<file path="src/rtl/seg_display_pkg.sv">
// Shared constants for the 7-segment display blocks: blanking patterns, hex font, default message.
package seg_display_pkg;

    localparam logic [6:0]  SEG_BLANK       = 7'b1111111;
    localparam logic [3:0]  AN_OFF          = 4'b1111;
    localparam logic [63:0] DEFAULT_MESSAGE = 64'hFEDCBA9876543210;

    // Active-low hex font, bits g..a; entry 0 is the least significant element.
    localparam logic [15:0][6:0] HEX_FONT = {
        7'b0001110, 7'b0000110, 7'b0100001, 7'b1000110,
        7'b0000011, 7'b0001000, 7'b0010000, 7'b0000000,
        7'b1111000, 7'b0000010, 7'b0010010, 7'b0011001,
        7'b0110000, 7'b0100100, 7'b1111001, 7'b1000000
    };

    function automatic logic [3:0] message_char(input logic [63:0] msg, input logic [3:0] idx);
        return msg[{idx, 2'b00} +: 4];
    endfunction

endpackage

</file>
<file path="src/rtl/char_to_seg.sv">
// Combinational 4-bit to active-low 7-segment hex decoder.
module char_to_seg
    import seg_display_pkg::*;
(
    input  logic [3:0] code,
    output logic [6:0] seg_c
);

    assign seg_c = HEX_FONT[code];

endmodule

</file>
<file path="src/rtl/message_scan_display.sv">
// Scans a 4-character window of a fixed message onto a multiplexed common-anode display,
// rotating the window only at frame boundaries using a synchronised button count.
module message_scan_display
    import seg_display_pkg::*;
#(
    parameter int unsigned DIV_WIDTH    = 16,
    parameter int unsigned BLANK_CYCLES = 64,
    parameter logic [63:0] MESSAGE      = DEFAULT_MESSAGE
) (
    input  logic       clk,
    input  logic       reset,
    input  logic [3:0] counter,
    output logic [3:0] an,
    output logic [6:0] seg
);

    localparam logic [DIV_WIDTH-1:0] BLANK_LIMIT = DIV_WIDTH'(BLANK_CYCLES);

    logic [3:0]           s1, s2, s3;
    logic [3:0]           offset;
    logic [DIV_WIDTH-1:0] slot_cnt;
    logic [1:0]           digit;

    logic                 slot_wrap_c;
    logic                 frame_end_c;
    logic                 blank_c;
    logic [3:0]           char_idx_c;
    logic [3:0]           char_c;
    logic [6:0]           seg_dec_c;
    logic [3:0]           an_sel_c;

    assign slot_wrap_c = (slot_cnt == '1);
    assign frame_end_c = slot_wrap_c && (digit == 2'd3);
    assign blank_c     = (slot_cnt < BLANK_LIMIT);
    assign char_idx_c  = offset + 4'(digit);
    assign char_c      = message_char(MESSAGE, char_idx_c);
    assign an_sel_c    = ~(4'b1000 >> digit);

    char_to_seg u_char_to_seg (
        .code  (char_c),
        .seg_c (seg_dec_c)
    );

    // Three-flop synchroniser; the offset only accepts a value that held for two cycles.
    always_ff @(posedge clk or posedge reset) begin
        if (reset) begin
            s1     <= 4'd0;
            s2     <= 4'd0;
            s3     <= 4'd0;
            offset <= 4'd0;
        end else begin
            s1 <= counter;
            s2 <= s1;
            s3 <= s2;
            if (frame_end_c && (s2 == s3)) begin
                offset <= s2;
            end
        end
    end

    // Slot and digit scan counters.
    always_ff @(posedge clk or posedge reset) begin
        if (reset) begin
            slot_cnt <= '0;
            digit    <= 2'd0;
        end else begin
            slot_cnt <= slot_cnt + DIV_WIDTH'(1);
            if (slot_wrap_c) begin
                digit <= digit + 2'd1;
            end
        end
    end

    // Registered pin drivers, blanked at the start of every slot.
    always_ff @(posedge clk or posedge reset) begin
        if (reset) begin
            an  <= AN_OFF;
            seg <= SEG_BLANK;
        end else if (blank_c) begin
            an  <= AN_OFF;
            seg <= SEG_BLANK;
        end else begin
            an  <= an_sel_c;
            seg <= seg_dec_c;
        end
    end

endmodule

</file>
<file path="config.mk">
export PLATFORM = sky130hd
export DESIGN_NAME = message_scan_display
export DESIGN_NICKNAME = d
export VERILOG_FILES = /design/src/rtl/seg_display_pkg.sv /design/src/rtl/char_to_seg.sv /design/src/rtl/message_scan_display.sv
export SDC_FILE = /design/constraint.sdc
export NUM_CORES = 1
export LEC_CHECK = 0
export ABC_CLOCK_PERIOD_IN_PS = 2750
export CORE_ASPECT_RATIO = 2
export CORE_MARGIN = 1.5
export CORE_UTILIZATION = 24
export DETAILED_ROUTE_END_ITERATION = 12
export PLACE_DENSITY_LB_ADDON = 0.1
export SETUP_SLACK_MARGIN = 0.05
export SYNTH_ARGS = -nofsm -noshare
export SYNTH_HDL_FRONTEND = slang
export SYNTH_SLANG_ARGS = --single-unit
</file>
<file path="constraint.sdc">
create_clock -name clk -period 2.75 [get_ports clk]
set_input_delay 0.55 -clock clk [delete_from_list [all_inputs] [get_ports clk]]
set_output_delay 0.55 -clock clk [all_outputs]
set_load 0.01 [all_outputs]
</file>
==> flow_summary.json <==
{
  "viasPerCell": 4.38,
  "critPathKind": "flip-flop to flip-flop",
  "post_cts_buffers": 0,
  "design_power_total_uw": 1400,
  "yosys-top-cells-count": "34 x dfrtp_1, 17 x nand2_1, 14 x inv_1",
  "cts_tree": "yes",
  "drt-total-wl_um": 3850,
  "syn_area_um2": 2000,
  "tightest_slew_ns": 0.733,
  "overflow": 0,
  "critPathLaunchType": "flip-flop",
  "synth_area_per_cell_um2": 12.0,
  "arrival_ns": 2.35,
  "dp_slack_ns": 0.603,
  "finalHoldViolations": 0,
  "seqCellArea_um2": 1140,
  "timing.fmax_mhz": 467,
  "synth_most_common_cell": "dfrtp_1",
  "synth_top_cell_by_area": "dfrtp_1",
  "multi_input_area_um2": 800,
  "rows": 46,
  "clk_pin_slew_worst_paths_ns": 0.06,
  "drtPass1Iterations": 4,
  "reg2reg_slack_ns": 0.61,
  "antenna_found_initial": 0,
  "reg2reg_from": "digit[0]$_DFFE_PP0N_",
  "ant_nets": 0,
  "met3_usage": 0.0256,
  "setup_viol": 0,
  "syn_nets": 186,
  "setup_tns_ns": 0,
  "die-area_um2": 8900,
  "synthToLayoutAreaGrowth_pct": 23.3,
  "nets": 210,
  "post_cts_resized": 0,
  "fin_crit_ns": 2.14,
  "timing.max_cap.violations": 0,
  "cts_sinks": 45,
  "clock_skew_ns": 0.00376,
  "drive_gt1_frac": 0.147,
  "track_usage": 0.101,
  "crit_start": "digit[0]$_DFFE_PP0N_",
  "yosys_warnings": 0,
  "synthCells": 166,
  "layout_setup_ws_ns": 0.607,
  "rsz0062_at_grt": "no",
  "cp_max_fo": 6,
  "synthFlopType": "dfrtp_1",
  "die_w_um": 67.5,
  "use_met1": 0.0952,
  "grt-busiest-layer": "met2",
  "whs_path_depth": 0,
  "status": "finished, final reports clean",
  "power.density_nw_per_um2": 568,
  "core_area_um2": 8000,
  "cts_htree_levels": 2,
  "cts-root-buf": "clkbuf_16",
  "cts_hold_buf": 0,
  "synth-edff-count": 0,
  "required_ns": 2.96,
  "ys_types": 34,
  "via_count": 1256,
  "slew_viol_final": 0,
  "drt_iter0_markers": 62,
  "netlist_top_cells_area": "dfrtp_1 43%, dfstp_2 14%, ha_1 8.2%",
  "worstHoldStart": "s1[3]$_DFF_PP0_",
  "p_leak_uw": 0.00108,
  "synth.top_cell.area_share": 0.426,
  "drc": 0,
  "reg2reg_to": "seg[6]$_DFF_PP1_",
  "cp-end-kind": "flip-flop",
  "detail_route.wl_per_cell_um": 13.4,
  "hpwlAfterDp_um": 2890,
  "clock_latency_ns": 0.28,
  "r2r_cells": 8,
  "async_reset_ff_frac": 1.00,
  "n_fill_cell": 835,
  "grtUsageMet2": 0.186,
  "clockBufferDepth": 2,
  "grt_max_degree": 46,
  "io_pins": 17,
  "numCtsBuffers": 5,
  "whs_endpoint": "s2[3]$_DFF_PP0_",
  "die_h_um": 132,
  "initial_core_util": 0.249,
  "ys_seq_area_frac": 0.571,
  "ys_ff_latch": 45,
  "irDropWorstVdd_v": 0.000283,
  "hold_path_class": "flip-flop to flip-flop",
  "fin_crit_sh": 0.779,
  "fin_util": 0.307,
  "port_buffers": 16,
  "diodes": 0,
  "grt_pass1_vias": 1373,
  "grt_pass1_wl_um": 6630,
  "slew_headroom": 0.508,
  "place.gp.congestion": 0.729
}
## layout by cell type (no fill, tap or decap), types with 2 or more instances in the layout
cell,n
clkbuf_16,5
nand4_1,3
inv_1,13
o31ai_1,2
and2_1,2
nand3_1,9
buf_4,2
a21oi_1,6
ha_1,13
xor2_1,7
xnor2_1,13
dfrtp_1,34
nor4_1,2
dfstp_2,11
nor2_1,4
nand2_1,17
nor3_1,3
clkdlybuf4s50_1,16
o21ai_0,6
mux2_2,3
## stage by stage
stage	std cells	hold slack, ns	cell area (µm²)
global route	287	0.357	2460
CTS	287	0.350	2460
floorplan	166	0.331	2000
global placement	279	0.332	2290
detailed placement	279	0.336	2290
finish	287	0.347	2460
## worst max-delay path, stage by stage, from the launching register on
cell     delay (ns)
dfrtp_1        0.39
ha_1           0.18
inv_1          0.05
fa_1           0.60
inv_1          0.12
ha_1           0.25
nand2_1        0.08
a21oi_1        0.06
a311o_1        0.34
## state kept, by name (all words and copies together), names as in the netlist
register	count
slot_cnt	16
seg	7
an	4
offset	4
s1	4
s2	4
s3	4
digit	2
## routing by layer
metal,vias to the layer above,share of wire
met3,5,0.026
met1,625,0.34
li1,609,-
met5,-,0
met2,17,0.60
met4,0,0.027
## report_power, final
group	internal, µW	switching, µW
registers	672	4.46
clock network	454	242
logic	9.44	15.9
## logic make-up after synthesis
kind of cell	Yosys count	share of synthesized area
muxes	5	0.0276
AOI/OAI and AO/OA	21	0.0658
xor gates and xnor gates	20	0.0878
adders and majority gates	14	0.0915
buffers and inverters	15	0.0282
and+or+nand+nor	46	0.128
DFF	45	0.571
## worst max-delay path by stage
stage | end | slack [ns] | cells after the start
floorplan | seg[0]$_DFF_PP1_ | 0.76 | 8
global placement | seg[6]$_DFF_PP1_ | 0.66 | 8
detailed placement | seg[6]$_DFF_PP1_ | 0.60 | 8
CTS | seg[6]$_DFF_PP1_ | 0.60 | 8
global route | seg[6]$_DFF_PP1_ | 0.45 | 8
finish | seg[6]$_DFF_PP1_ | 0.61 | 8
## cell type report
type | instances | share of cell area
inverters | 14 | 0.0214
flip-flops and latches | 45 | 0.463
clock inverters | 1 | 0.0122
multi-input cells | 106 | 0.325
clock buffers | 7 | 0.0580
repair buffers | 18 | 0.0712
well taps | 96 | 0.0488
Note: power is estimated with default switching activity, not from simulation.
